--- src/rtl/ser_tx_sched_if.sv ---
// Requester and serializer handshake bundle for ser_tx_sched.
// The slave modport is the scheduler; the master modport is its environment.
interface ser_tx_sched_if;
    logic        fwd_en;
    logic        fwd_valid;
    logic [31:0] fwd_data;
    logic        fwd_ready;
    logic        stat_valid;
    logic [31:0] stat_data;
    logic        stat_ready;
    logic        ser_ready;
    logic        ser_load;
    logic [31:0] ser_data;

    modport master (
        output fwd_en, fwd_valid, fwd_data, stat_valid, stat_data, ser_ready,
        input  fwd_ready, stat_ready, ser_load, ser_data
    );

    modport slave (
        input  fwd_en, fwd_valid, fwd_data, stat_valid, stat_data, ser_ready,
        output fwd_ready, stat_ready, ser_load, ser_data
    );
endinterface

--- src/rtl/ser_tx_sched.sv ---
// Arbitrates forward and status words onto the shared 32-bit serializer,
// supervises the load/busy handshake and counts completed words per source.
module ser_tx_sched #(
    parameter int TIMEOUT    = 64,
    parameter int STARVE_MAX = 4,
    parameter int CNT_W      = 16
) (
    input  logic             clk,
    input  logic             rst,
    ser_tx_sched_if.slave    bus,
    output logic [CNT_W-1:0] fwd_cnt,
    output logic [CNT_W-1:0] stat_cnt,
    output logic             err_timeout,
    output logic             busy
);
    localparam logic [2:0] S_IDLE       = 3'd0;
    localparam logic [2:0] S_GRANT      = 3'd1;
    localparam logic [2:0] S_LOAD       = 3'd2;
    localparam logic [2:0] S_WAIT_START = 3'd3;
    localparam logic [2:0] S_WAIT_DONE  = 3'd4;

    localparam int TMR_W = $clog2(TIMEOUT + 1);
    localparam int STV_W = $clog2(STARVE_MAX + 1);
    localparam logic [TMR_W-1:0] TMR_LAST = TMR_W'(TIMEOUT - 1);
    localparam logic [STV_W-1:0] STV_FULL = STV_W'(STARVE_MAX);

    logic [2:0]       state_r;
    logic [2:0]       state_nx_s;
    logic [31:0]      hold_r;
    logic             src_fwd_r;
    logic [STV_W-1:0] starve_r;
    logic [TMR_W-1:0] timer_r;
    logic [TMR_W-1:0] timer_nx_s;
    logic             ser_load_r;
    logic [CNT_W-1:0] fwd_cnt_r;
    logic [CNT_W-1:0] stat_cnt_r;
    logic             err_r;
    logic             busy_r;

    logic idle_s;
    logic starve_full_s;
    logic fwd_ready_s;
    logic stat_ready_s;
    logic fwd_hs_s;
    logic stat_hs_s;
    logic timer_exp_s;
    logic done_s;
    logic tmo_s;

    // Ready generation; gated by rst so nothing is offered while in reset.
    always_comb begin
        idle_s        = (state_r == S_IDLE) && !rst;
        starve_full_s = (starve_r == STV_FULL);
        fwd_ready_s   = idle_s && bus.fwd_en && (!bus.stat_valid || starve_full_s);
        stat_ready_s  = idle_s && !fwd_ready_s;
        fwd_hs_s      = bus.fwd_valid && fwd_ready_s;
        stat_hs_s     = bus.stat_valid && stat_ready_s;
        timer_exp_s   = (timer_r == TMR_LAST);
    end

    // Next-state and handshake supervision timer.
    always_comb begin
        state_nx_s = state_r;
        timer_nx_s = timer_r;
        done_s     = 1'b0;
        tmo_s      = 1'b0;
        case (state_r)
            S_IDLE: begin
                if (fwd_hs_s || stat_hs_s) begin
                    state_nx_s = S_GRANT;
                end else begin
                    state_nx_s = S_IDLE;
                end
            end
            S_GRANT: begin
                if (bus.ser_ready) begin
                    state_nx_s = S_LOAD;
                end else begin
                    state_nx_s = S_GRANT;
                end
            end
            S_LOAD: begin
                state_nx_s = S_WAIT_START;
                timer_nx_s = '0;
            end
            S_WAIT_START: begin
                if (!bus.ser_ready) begin
                    state_nx_s = S_WAIT_DONE;
                    timer_nx_s = '0;
                end else if (timer_exp_s) begin
                    state_nx_s = S_IDLE;
                    timer_nx_s = '0;
                    tmo_s      = 1'b1;
                end else begin
                    timer_nx_s = timer_r + TMR_W'(1);
                end
            end
            S_WAIT_DONE: begin
                if (bus.ser_ready) begin
                    state_nx_s = S_IDLE;
                    timer_nx_s = '0;
                    done_s     = 1'b1;
                end else if (timer_exp_s) begin
                    state_nx_s = S_IDLE;
                    timer_nx_s = '0;
                    tmo_s      = 1'b1;
                end else begin
                    timer_nx_s = timer_r + TMR_W'(1);
                end
            end
            default: begin
                state_nx_s = S_IDLE;
                timer_nx_s = '0;
            end
        endcase
    end

    // State, holding register, starve tracking, counters and flags.
    always_ff @(posedge clk or posedge rst) begin
        if (rst) begin
            state_r    <= S_IDLE;
            timer_r    <= '0;
            hold_r     <= 32'd0;
            src_fwd_r  <= 1'b0;
            starve_r   <= '0;
            ser_load_r <= 1'b0;
            fwd_cnt_r  <= '0;
            stat_cnt_r <= '0;
            err_r      <= 1'b0;
            busy_r     <= 1'b0;
        end else begin
            state_r    <= state_nx_s;
            timer_r    <= timer_nx_s;
            ser_load_r <= (state_nx_s == S_LOAD);
            busy_r     <= (state_nx_s != S_IDLE);

            if (fwd_hs_s) begin
                hold_r    <= bus.fwd_data;
                src_fwd_r <= 1'b1;
            end else if (stat_hs_s) begin
                hold_r    <= bus.stat_data;
                src_fwd_r <= 1'b0;
            end

            // A pending fwd word only ages while it is both valid and enabled.
            if (!bus.fwd_valid || fwd_hs_s) begin
                starve_r <= '0;
            end else if (stat_hs_s && bus.fwd_en && !starve_full_s) begin
                starve_r <= starve_r + STV_W'(1);
            end

            if (done_s && src_fwd_r && (fwd_cnt_r != {CNT_W{1'b1}})) begin
                fwd_cnt_r <= fwd_cnt_r + CNT_W'(1);
            end
            if (done_s && !src_fwd_r && (stat_cnt_r != {CNT_W{1'b1}})) begin
                stat_cnt_r <= stat_cnt_r + CNT_W'(1);
            end
            if (tmo_s) begin
                err_r <= 1'b1;
            end
        end
    end

    assign bus.fwd_ready  = fwd_ready_s;
    assign bus.stat_ready = stat_ready_s;
    assign bus.ser_load   = ser_load_r;
    assign bus.ser_data   = hold_r;
    assign fwd_cnt        = fwd_cnt_r;
    assign stat_cnt       = stat_cnt_r;
    assign err_timeout    = err_r;
    assign busy           = busy_r;
endmodule

--- src/flat_wrapper.sv ---
// flat-port wrapper written by rule: the top's interface ports become plain ports
module ser_tx_sched_flat 
#(
    parameter int TIMEOUT    = 64,
    parameter int STARVE_MAX = 4,
    parameter int CNT_W      = 16
)
  (clk, rst, fwd_cnt, stat_cnt, err_timeout, busy, bus_fwd_en, bus_fwd_valid, bus_fwd_data, bus_stat_valid, bus_stat_data, bus_ser_ready, bus_fwd_ready, bus_stat_ready, bus_ser_load, bus_ser_data);
  ser_tx_sched_if bus_i ();
  input  logic clk;
  input  logic rst;
  output logic [CNT_W-1:0] fwd_cnt;
  output logic [CNT_W-1:0] stat_cnt;
  output logic err_timeout;
  output logic busy;
  input wire logic [$bits(bus_i.fwd_en)-1:0] bus_fwd_en;
  input wire logic [$bits(bus_i.fwd_valid)-1:0] bus_fwd_valid;
  input wire logic [$bits(bus_i.fwd_data)-1:0] bus_fwd_data;
  input wire logic [$bits(bus_i.stat_valid)-1:0] bus_stat_valid;
  input wire logic [$bits(bus_i.stat_data)-1:0] bus_stat_data;
  input wire logic [$bits(bus_i.ser_ready)-1:0] bus_ser_ready;
  output wire logic [$bits(bus_i.fwd_ready)-1:0] bus_fwd_ready;
  output wire logic [$bits(bus_i.stat_ready)-1:0] bus_stat_ready;
  output wire logic [$bits(bus_i.ser_load)-1:0] bus_ser_load;
  output wire logic [$bits(bus_i.ser_data)-1:0] bus_ser_data;
  assign bus_i.fwd_en = bus_fwd_en;
  assign bus_i.fwd_valid = bus_fwd_valid;
  assign bus_i.fwd_data = bus_fwd_data;
  assign bus_i.stat_valid = bus_stat_valid;
  assign bus_i.stat_data = bus_stat_data;
  assign bus_i.ser_ready = bus_ser_ready;
  assign bus_fwd_ready = bus_i.fwd_ready;
  assign bus_stat_ready = bus_i.stat_ready;
  assign bus_ser_load = bus_i.ser_load;
  assign bus_ser_data = bus_i.ser_data;
  ser_tx_sched #(.TIMEOUT(TIMEOUT), .STARVE_MAX(STARVE_MAX), .CNT_W(CNT_W)) u_core (.clk(clk), .rst(rst), .bus(bus_i), .fwd_cnt(fwd_cnt), .stat_cnt(stat_cnt), .err_timeout(err_timeout), .busy(busy));
endmodule
--- config.mk ---
export PLATFORM = sky130hd
export DESIGN_NAME = ser_tx_sched_flat
export DESIGN_NICKNAME = d
export VERILOG_FILES = /design/src/rtl/ser_tx_sched_if.sv /design/src/rtl/ser_tx_sched.sv /design/src/flat_wrapper.sv
export SDC_FILE = /design/constraint.sdc
export NUM_CORES = 1
export LEC_CHECK = 0
export BUFFER_PORTS_ARGS = -buffer_cell sky130_fd_sc_hd__buf_2
export CORE_AREA = 3 3 99 101
export DETAILED_ROUTE_END_ITERATION = 8
export DIE_AREA = 0 0 102 104
export PLACE_DENSITY = 0.79
export SETUP_SLACK_MARGIN = 0.05
export SYNTH_ARGS = -nofsm -noshare
export SYNTH_HDL_FRONTEND = slang
export SYNTH_SLANG_ARGS = --single-unit
--- constraint.sdc ---
create_clock -name clk -period 4.6 [get_ports clk]
set_clock_uncertainty 0.15 [all_clocks]
set_input_delay 0.69 -clock clk [delete_from_list [all_inputs] [get_ports clk]]
set_output_delay 0.69 -clock clk [all_outputs]
set_load 0.01 [all_outputs]
==> reports/metrics.csv, run 1 <==
stage;metric;value;unit
clocking;cts_hold_buf;0;
yosys;async_reset_ff_frac;1.00;
hold_path;hp-class;flip-flop to flip-flop;
drt;via_per_inst;5.41;
drt;dr.pass1.iters;4;
power;power.leakage;2.55;nW
placed_design;dpl_cell_area;4780;sq um
global_route;grt_pass1_wl;15800;microns
global_route;grt.busiest_layer;met2;
finish;layout_common_cells;138 x buf_2, 84 x nand2_1, 81 x dfrtp_1, 45 x nor2_1, 33 x a31oi_1;
sta;fmax;0.366;GHz
finish;diodes;0;
clocking;cts_sinks;81;
outcome;status;complete, no violations;
worst_setup_path;critPathBufInv;1;
floorplan;start_util;0.440;
global_route;gr-total-overflow;0;
yosys;syn_inst;426;
placed_design;globalplace.congestion;0.851;
clocking;clk_latency;0.33;ns
power;power_density;473;nW/um^2
drt;wirelength;9530;microns
clocking;clockBufferDepth;2;
worst_setup_path;crit_family;compound AO/OA/AOI/OAI gates;
sta;fin_crit_sh;0.594;
worst_setup_path;rr_worst_depth;5;
floorplan;core-area;9110;sq um
global_route;use_met3;0.0349;
worst_setup_path;crit_path_max_incr_delay;0.89;ns
worst_setup_path;setup.worst_path.class;flip-flop to flip-flop;
worst_setup_path;worst-path-stages;5;
worst_setup_path;crit_slowest_cell;a21boi_4;
finish;drive_gt1_frac;0.304;
yosys;syn_nets;501;
yosys;yosysTopAreaCellShare;0.505;
drt;drtIter0Drc;210;
floorplan;die-height;104;microns
power;p_total;2.39;mW
run;drv_cap;0;
yosys;yosysSeqAreaShare;0.505;
sta;slew_headroom;0.217;
clocking;cts_repair_resize_count;0;
yosys;ys_types;49;
power;ir_worst_vdd;0.000294;V
drt;num_vias;3649;
clocking;cts_tree;yes;
finish;mostFrequentLayoutCell;buf_2;
sta;finalMaxSlewViolations;0;
finish;finish.instance_area;5060;sq um
drt;wl_per_cell;14.1;microns
global_route;grt_max_degree;52;
clocking;htreeDepth;3;
floorplan;die_area;10600;sq um
yosys;synthTopCellsByArea;dfrtp_1 51%, nand2_1 7.9%, xor2_1 5.9%, a31oi_1 5.1%, nor2_1 4.2%;
worst_setup_path;cp_data_arrival_time;2.83;ns
worst_setup_path;cp_data_required_time;4.69;ns
clocking;post_cts_buffers;0;
sta;period_needed;2.73;ns
yosys;syn_avg_cell_area;9.42;sq um
drt;final_antenna_net_count;0;
sta;hold_violations;0;
global_route;antenna_found_initial;0;
worst_setup_path;cp_cell_sequence;nor4_4, a21boi_4, buf_4, nor2_1, a31oi_1;
worst_setup_path;crit_fanout;44;
floorplan;design.portCount;139;
sta;finalSetupTns;0;ns
placed_design;port-buffer-count;138;
clocking;cts_root_buf;clkbuf_8;
floorplan;dieWidth;102;microns
yosys;ys.flop_type;dfrtp_1;
yosys;synth_edf_count;0;
worst_setup_path;end_kind;flip-flop;
yosys;yosysTopAreaCell;dfrtp_1;
worst_setup_path;critPathLaunchType;flip-flop;
sta;setup_viol;0;
sta;worst_pin_slew;1.16;ns
finish;area_growth;26.1;%
yosys;synthesis.area;4010;sq um
clocking;cts_inserted_buffers;9;
global_route;first_global_vias;3496;
global_route;track_usage;0.181;
sta;worst_hold_slack;0.331;ns
finish;nNetsFinal;633;
sta;rsz0062_at_grt;false;
yosys;synth_seq_cells;81;
hold_path;hold_path_depth;1;
yosys;ys_warn_count;0;
global_route;use_met1;0.233;
floorplan;rows;35;
drt;drc;0;
global_route;use_met2;0.298;
placed_design;place_hpwl;7080;microns
clocking;clkTransAtPathRegs;0.08;ns
registers in the layout, indices dropped and copies added, names as in the netlist:
register,flops
u_core.state_r,3
u_core.timer_r,7
u_core.stat_cnt,16
u_core.err_timeout,1
u_core.busy,1
u_core.bus.ser_load,1
u_core.starve_r,3
u_core.src_fwd_r,1
u_core.fwd_cnt,16
u_core.bus.ser_data,32
worst reg2reg max path, delay by kind of cell, from the launching register on:
family,cells,cell delay (ns)
compound gates,2,1.04
buf+inv,1,0.38
flops,1,0.50
simple gates,2,0.57
final timing paths:
check	start	end	slack (ns)
worst max-delay path	u_core.state_r[2]	u_core.bus.ser_data[13]	1.87
worst min-delay path	u_core.err_timeout	u_core.err_timeout	0.33
worst max register to register	u_core.state_r[2]	u_core.bus.ser_data[13]	1.87
worst min register to register	u_core.err_timeout	u_core.err_timeout	0.33
max in group asynchronous	rst	u_core.fwd_cnt[3]	3.05
min in group asynchronous	rst	u_core.err_timeout	0.37
cell usage after synthesis, types with 2 or more instances:
cell,number
nand2_1,84
dfrtp_1,81
nor2_1,45
a31oi_1,33
xor2_1,27
nand4_1,14
clkbuf_1,13
nor3_1,13
nand3_1,12
nor4_1,11
inv_1,10
a21boi_0,7
o21ai_0,6
ha_1,5
a21oi_1,4
and4_1,4
a211oi_1,3
a21o_1,3
buf_1,3
mux2_2,3
nor3b_1,3
o22ai_1,3
or3_1,3
xnor2_1,3
and2_1,2
and3_1,2
buf_2,2
buf_6,2
nor3b_2,2
nor4_4,2
or2_2,2
or3b_1,2
cells by family after synthesis:
| group | count (synthesis) | synth area share |
|---|---|---|
| XOR/XNOR | 30 | 0.0655 |
| multiplexers | 4 | 0.0109 |
| AO/OA/AOI/OAI | 69 | 0.114 |
| adder cells (fa/ha/maj) | 5 | 0.0156 |
| AND/OR/NAND/NOR | 207 | 0.256 |
| buffers and inverters | 30 | 0.0324 |
| flip-flops | 81 | 0.505 |
layer usage:
metal,routed length [microns],part of all wire
met1,4090,0.43
met2,4610,0.48
met3,688,0.072
met4,144,0.015
met5,0,0
power breakdown:
group	total, mW	internal (mW)	switching, mW	leakage, nW
logic	0.662	0.297	0.365	1.40
clock network	0.691	0.433	0.258	0.137
registers	1.04	0.888	0.151	1.01
final cells by class:
cell class / instances / area, sq um
Clock buffer: 10 / 138
Clock inverter: 6 / 138
Fill cell: 816 / 4050
Inverter: 10 / 38.8
Multi-Input combinational cell: 315 / 1870
Sequential cell: 81 / 2030
Tap cell: 111 / 139
Timing Repair Buffer: 141 / 713
metrics by stage:
stage | utilization | setup WS (ns) | instances
after floorplan | - | 1.68 | 426
after global placement | 0.525 | 1.77 | 658
after detailed placement | 0.525 | 1.68 | 658
after CTS | 0.555 | 1.86 | 674
after global routing | 0.555 | 1.54 | 674
final | 0.555 | 1.87 | 674
No activity file was read; power rests on OpenSTA's default activity.
==> run 2: changes to the inputs <==
--- a/config.mk
+++ b/config.mk
@@ -9,7 +9,7 @@
 export CORE_AREA = 3 3 99 101
 export DETAILED_ROUTE_END_ITERATION = 8
 export DIE_AREA = 0 0 102 104
-export PLACE_DENSITY = 0.79
+export PLACE_DENSITY = 0.81
 export SETUP_SLACK_MARGIN = 0.05
 export SYNTH_ARGS = -nofsm -noshare
 export SYNTH_HDL_FRONTEND = slang
==> constraint.sdc (replaced) <==
create_clock -name clk -period 2.2 [get_ports clk]
set_clock_uncertainty 0.15 [all_clocks]
set_input_delay 0.33 -clock clk [delete_from_list [all_inputs] [get_ports clk]]
set_output_delay 0.33 -clock clk [all_outputs]
set_load 0.01 [all_outputs]
==> reports/metrics.csv, run 2 (synthesis results as in run 1) <==
stage;metric;value;unit
outcome;status;complete, no violations;
placed_design;globalplace.congestion;0.853;
sta;period_needed;2.09;ns
finish;seq_area;2030;sq um
run;drv_cap;0;
global_route;first_global_vias;3477;
worst_setup_path;cp_cell_sequence;inv_1, ha_1, a21boi_0, nor2_1, buf_2;
floorplan;rows;35;
drt;num_vias;3749;
finish;layout_common_cells;138 x buf_2, 83 x nand2_1, 80 x dfrtp_1, 45 x nor2_1, 33 x a31oi_1;
finish;final_core_util;0.570;
placed_design;dpl_cell_area;4900;sq um
drt;final_antenna_net_count;0;
clocking;clkTransAtPathRegs;0.09;ns
global_route;grt_max_degree;65;
worst_setup_path;cp_data_arrival_time;1.61;ns
drt;drtIter0Drc;121;
finish;drive_gt1_frac;0.327;
global_route;antenna_found_initial;0;
sta;rsz0062_at_grt;true;
clocking;cts_root_buf;clkbuf_8;
drt;dr.pass1.iters;4;
finish;finish.instance_area;5190;sq um
clocking;cts_tree;yes;
worst_setup_path;crit_fanout;3;
floorplan;core-area;9110;sq um
power;power_density;950;nW/um^2
sta;fmax;0.478;GHz
power;ir_worst_vdd;0.000533;V
finish;largest_reg_flops;32;
sta;fin_crit_sh;0.952;
sta;hold_violations;0;
sta;slew_headroom;0.701;
drt;wl_per_cell;14.3;microns
finish;mostFrequentLayoutCell;buf_2;
clocking;clk_latency;0.35;ns
sta;finalMaxSlewViolations;0;
floorplan;die-height;104;microns
clocking;cts_inserted_buffers;9;
worst_setup_path;crit_slowest_cell;dfrtp_1;
floorplan;die_area;10600;sq um
sta;setup_viol;0;
drt;drc;0;
hold_path;hp-class;input pin to flip-flop;
clocking;clockBufferDepth;2;
floorplan;start_util;0.440;
drt;wirelength;9880;microns
worst_setup_path;setup.worst_path.class;flip-flop to primary output;
floorplan;dieWidth;102;microns
finish;fill_cells;798;
sta;finalSetupTns;0;ns
placed_design;place_hpwl;7300;microns
power;power.leakage;2.61;nW
finish;diodes;0;
finish;multi_input_area;1880;sq um
global_route;grt_pass1_wl;16200;microns
worst_setup_path;cp_data_required_time;1.72;ns
global_route;track_usage;0.186;
floorplan;design.portCount;139;
finish;area_growth;29.4;%
clocking;cts_sinks;81;
worst_setup_path;crit_path_max_incr_delay;0.39;ns
clocking;htreeDepth;3;
sta;worst_pin_slew;0.447;ns
placed_design;port-buffer-count;138;
sta;worst_hold_slack;0.0657;ns
global_route;gr-total-overflow;0;
finish;nNetsFinal;648;
worst_setup_path;critPathLaunchType;flip-flop;
worst_setup_path;end_kind;primary output;
drt;via_per_inst;5.44;
-- run 2: changes by cell type in the layout (fill, tap and decap cells not counted), sizes merged --
cell and change:
buf +14, bufinv -2, clkinvlp +2, clkbuf -1
dlygate4sd3 +1, inv +1
-- run 2: stage by stage --
step | worst slack (ns) | cells | power [mW]
floorplan | 0.0984 | 426 | 3.02
global placement | 0.151 | 667 | 3.62
detailed placement | 0.0242 | 667 | 3.69
CTS | 0.0590 | 687 | 4.94
global route | 0.00392 | 689 | 5.26
finish | 0.106 | 689 | 4.93
-- run 2: worst paths after layout --
check	startpoint	endpoint	slack (ns)	cells past startpoint
worst min-delay path	bus_stat_data[29]	u_core.bus.ser_data[29]	0.07	3
worst max register to register	u_core.state_r[1]	u_core.fwd_cnt[15]	0.16	4
worst max-delay path	u_core.starve_r[0]	bus_fwd_ready	0.11	5
worst min register to register	u_core.err_timeout	u_core.err_timeout	0.34	1
max in group asynchronous	rst	u_core.state_r[2]	0.81	4
min in group asynchronous	rst	u_core.stat_cnt[11]	0.41	3
-- run 2: power by group --
part           total [mW]  switching [mW]  internal [mW]
sequential           2.10           0.240           1.86
clock                1.22           0.570          0.651
combinational        1.62           0.892          0.724
total                4.93            1.70           3.23
-- run 2: repair_timing --
action,CTS,global route
hold endpoints to repair,9,0
pin swaps,1,1
buffers inserted,3,2
hold buffers,1,0
setup endpoints to repair,4,6
resized for setup,1,6
-- run 2: final cells by class --
cell class | count | area share
clock buffers | 9 | 0.0239
clock inverters | 7 | 0.0198
inverters | 10 | 0.00795
multi-input cells | 315 | 0.361
flip-flops and latches | 81 | 0.391
well taps | 111 | 0.0267
repair buffers | 156 | 0.170
-- run 2: routing by layer --
metal	track usage	vias up	routed length (microns)
met5	0	-	0
met4	0.0628	0	82
met3	0.0342	6	694
met2	0.293	160	4860
met1	0.257	1785	4240
li1	-	1798	-
-- run 2: worst max-delay path: cells and delay by family (launching register included) --
kind                     cells  cell delay (ns)
flip-flops                   1             0.39
AO/OA/AOI/OAI                1             0.35
buffers and inverters        2             0.23
adder cells (fa/ha/maj)      1             0.21
AND/OR/NAND/NOR              1             0.09
==> run 3: changes to the inputs <==
--- a/config.mk
+++ b/config.mk
@@ -5,11 +5,13 @@
 export SDC_FILE = /design/constraint.sdc
 export NUM_CORES = 1
 export LEC_CHECK = 0
+export ABC_AREA = 1
 export BUFFER_PORTS_ARGS = -buffer_cell sky130_fd_sc_hd__buf_2
-export CORE_AREA = 3 3 99 101
+export CORE_AREA = 3 3 106 108
+export CTS_CLUSTER_DIAMETER = 60
 export DETAILED_ROUTE_END_ITERATION = 8
-export DIE_AREA = 0 0 102 104
-export PLACE_DENSITY = 0.81
+export DIE_AREA = 0 0 109 111
+export PLACE_DENSITY = 0.8
 export SETUP_SLACK_MARGIN = 0.05
 export SYNTH_ARGS = -nofsm -noshare
 export SYNTH_HDL_FRONTEND = slang
==> reports/metrics.csv, run 3 <==
stage;metric;value;unit
yosys;synth_top_family_by_area;simple AND/OR/NAND/NOR gates;
yosys;ys.flop_type;dfrtp_1;
yosys;ys_warn_count;0;
sta;rsz0062_at_grt;true;
power;power.leakage;3.30;nW
placed_design;globalplace.congestion;0.880;
hold_path;hp-class;input pin to asynchronous set/reset pin;
clocking;htreeDepth;3;
yosys;synthAdderAreaFrac;0.0136;
sta;period_needed;2.03;ns
finish;layout_common_cells;249 x nand2_1, 138 x buf_2, 95 x inv_1, 81 x dfrtp_1, 63 x nand3_1;
clocking;clk_latency;0.35;ns
drt;wirelength;11200;microns
sta;fmax;0.493;GHz
finish;diodes;0;
clocking;cts_root_buf;clkbuf_8;
worst_setup_path;crit_fanout;8;
yosys;yosysTopAreaCell;dfrtp_1;
clocking;clkTransAtPathRegs;0.08;ns
finish;multi_input_area;2250;sq um
sta;fin_crit_sh;0.922;
finish;nNetsFinal;873;
worst_setup_path;cp_data_arrival_time;1.55;ns
sta;finalMaxSlewViolations;0;
finish;fill_cells;1016;
clocking;cts_inserted_buffers;9;
finish;seq_area;2030;sq um
drt;drc;0;
floorplan;dieWidth;109;microns
global_route;first_global_vias;4206;
worst_setup_path;cp-endpoint;bus_fwd_ready;
worst_setup_path;rr_worst_depth;10;
floorplan;die-height;111;microns
yosys;syn_avg_cell_area;7.04;sq um
yosys;synth-compound-area-share;0.0312;
finish;mostFrequentLayoutCell;nand2_1;
drt;final_antenna_net_count;0;
sta;slew_headroom;0.558;
yosys;syn_nets;731;
worst_setup_path;cp_data_required_time;1.72;ns
yosys;synthTopCellsByArea;dfrtp_1 44%, nand2_1 21%, nand3_1 9.5%, inv_1 7.9%, xnor2_1 3.2%;
yosys;async_reset_ff_frac;1.00;
placed_design;dp_cells;917;
finish;final_cells;937;
yosys;ys_types;28;
floorplan;design.portCount;139;
finish;drive_gt1_frac;0.261;
drt;num_vias;4427;
yosys;synth_edf_count;0;
power;power_density;840;nW/um^2
yosys;synth_common_cells;255 x nand2_1, 97 x inv_1, 88 x nand3_1;
yosys;yosysSeqAreaShare;0.439;
worst_setup_path;crit-reg2reg-launch;u_core.fwd_cnt[0];
global_route;gr-total-overflow;0;
global_route;grt_max_degree;55;
worst_setup_path;crit_start;u_core.starve_r[0];
yosys;synthSimpleGateAreaFrac;0.362;
clocking;cts_sinks;81;
drt;wl_per_cell;12.0;microns
floorplan;start_util;0.447;
placed_design;port-buffer-count;138;
run;drv_cap;0;
global_route;antenna_found_initial;0;
worst_setup_path;r2r-end;u_core.fwd_cnt[10];
yosys;syn_inst;656;
yosys;synth-xor-area-share;0.0436;
worst_setup_path;r2r_slack;0.19;ns
worst_setup_path;setup.worst_path.class;flip-flop to primary output;
global_route;grt_pass1_wl;19500;microns
global_route;track_usage;0.197;
outcome;status;complete, no violations;
sta;hold_violations;0;
sta;setup_viol;0;
finish;final_core_util;0.567;
placed_design;place_hpwl;8100;microns
power;p_total;4.92;mW
floorplan;core-area;10300;sq um
sta;worst_pin_slew;0.663;ns
drt;via_per_inst;4.72;
yosys;yosysTopAreaCellShare;0.439;
drt;drtIter0Drc;279;
worst_setup_path;critPathLaunchType;flip-flop;
floorplan;rows;37;
clocking;cts_hold_buf;0;
yosys;synthesis.area;4620;sq um
drt;dr.pass1.iters;5;
finish;area_growth;26.8;%
yosys;synth_seq_cells;81;
yosys;synth.most_common_cell;nand2_1;
floorplan;die_area;12100;sq um
power;ir_worst_vdd;0.000379;V
yosys;synthMuxAreaShare;0;
sta;finalSetupTns;0;ns
sta;worst_hold_slack;0.0136;ns
worst_setup_path;end_kind;primary output;
clocking;clockBufferDepth;2;
finish;largest_reg_flops;32;
clocking;cts_tree;yes;
[run 3: changes by cell type in the layout (fill, tap and decap cells not counted), moves of 8 or more]
cell     previous run  this run
nand3_1            12        63
nand2_1            83       249
nand3_2             0        25
o21ai_0             6        14
inv_1               9        95
a31oi_1            33         0
xor2_1             27         6
nor4_1             11         0
nand4_1            14         3
nor3_1             13         4
xnor2_1             3        17
[run 3: layout make-up]
type,count,area share
multi-input combinational,453,0.384
timing repair buffer,152,0.142
sequential,81,0.346
clock inverter,3,0.00727
tap,136,0.0291
inverter,101,0.0667
clock buffer,11,0.0242
[run 3: power by group]
part           internal (mW)  switching, mW
logic                  0.657          0.992
clock network          0.542          0.529
registers               1.89          0.305
[run 3: stage by stage]
stage	instance area [sq um]	setup slack [ns]
CTS	5830	0.110
finish	5850	0.171
global placement	5590	0.223
floorplan	4840	-0.457
global route	5850	0.0471
detailed placement	5590	0.170
[run 3: routing by layer]
layer  part of all wire  GRT usage  up-vias  routed length, microns
li1                   -          -     2281                       -
met1               0.45      0.260     1984                    5040
met2               0.45      0.311      147                    5080
met3              0.080     0.0559       15                     901
met4              0.018     0.0581        0                     204
met5                  0          0        -                       0
[run 3: worst max-delay path: stages, from the launching register on]
cell and delay [ns]:
dfrtp_1 0.38, inv_1 0.09, ha_1 0.15, nand2_1 0.06
nand2_2 0.07, inv_1 0.06, nor2_4 0.14, buf_12 0.13
buf_2 0.12
[run 3: worst min path at each step]
stage               cells past startpoint                 endpoint  slack (ns)               startpoint
global route                            3  u_core.bus.ser_data[13]        0.03                      rst
finish                                  3  u_core.bus.ser_data[25]        0.01                      rst
detailed placement                      2  u_core.bus.ser_data[21]        0.31  u_core.bus.ser_data[21]
CTS                                     3   u_core.bus.ser_data[6]       0.006                      rst
floorplan                               1        u_core.state_r[2]        0.32            bus_ser_ready
global placement                        2   u_core.bus.ser_data[1]        0.30   u_core.bus.ser_data[1]
[run 3: kinds of logic (layout without fill, tap and decap cells)]
kind of cell / count (synthesis) / in the layout
AND/OR/NAND/NOR: 398 / 398
buffers and inverters: 122 / 267
flip-flops: 81 / 81
AO/OA/AOI/OAI: 27 / 27
XOR/XNOR: 23 / 23
adder cells (fa/ha/maj): 5 / 5
[run 3: timing repair]
action,4_1_cts,5_1_grt
buffers inserted,2,3
setup endpoints to repair,1,19
gates resized for setup,2,2
pin swaps,2,1
cloned,1,0
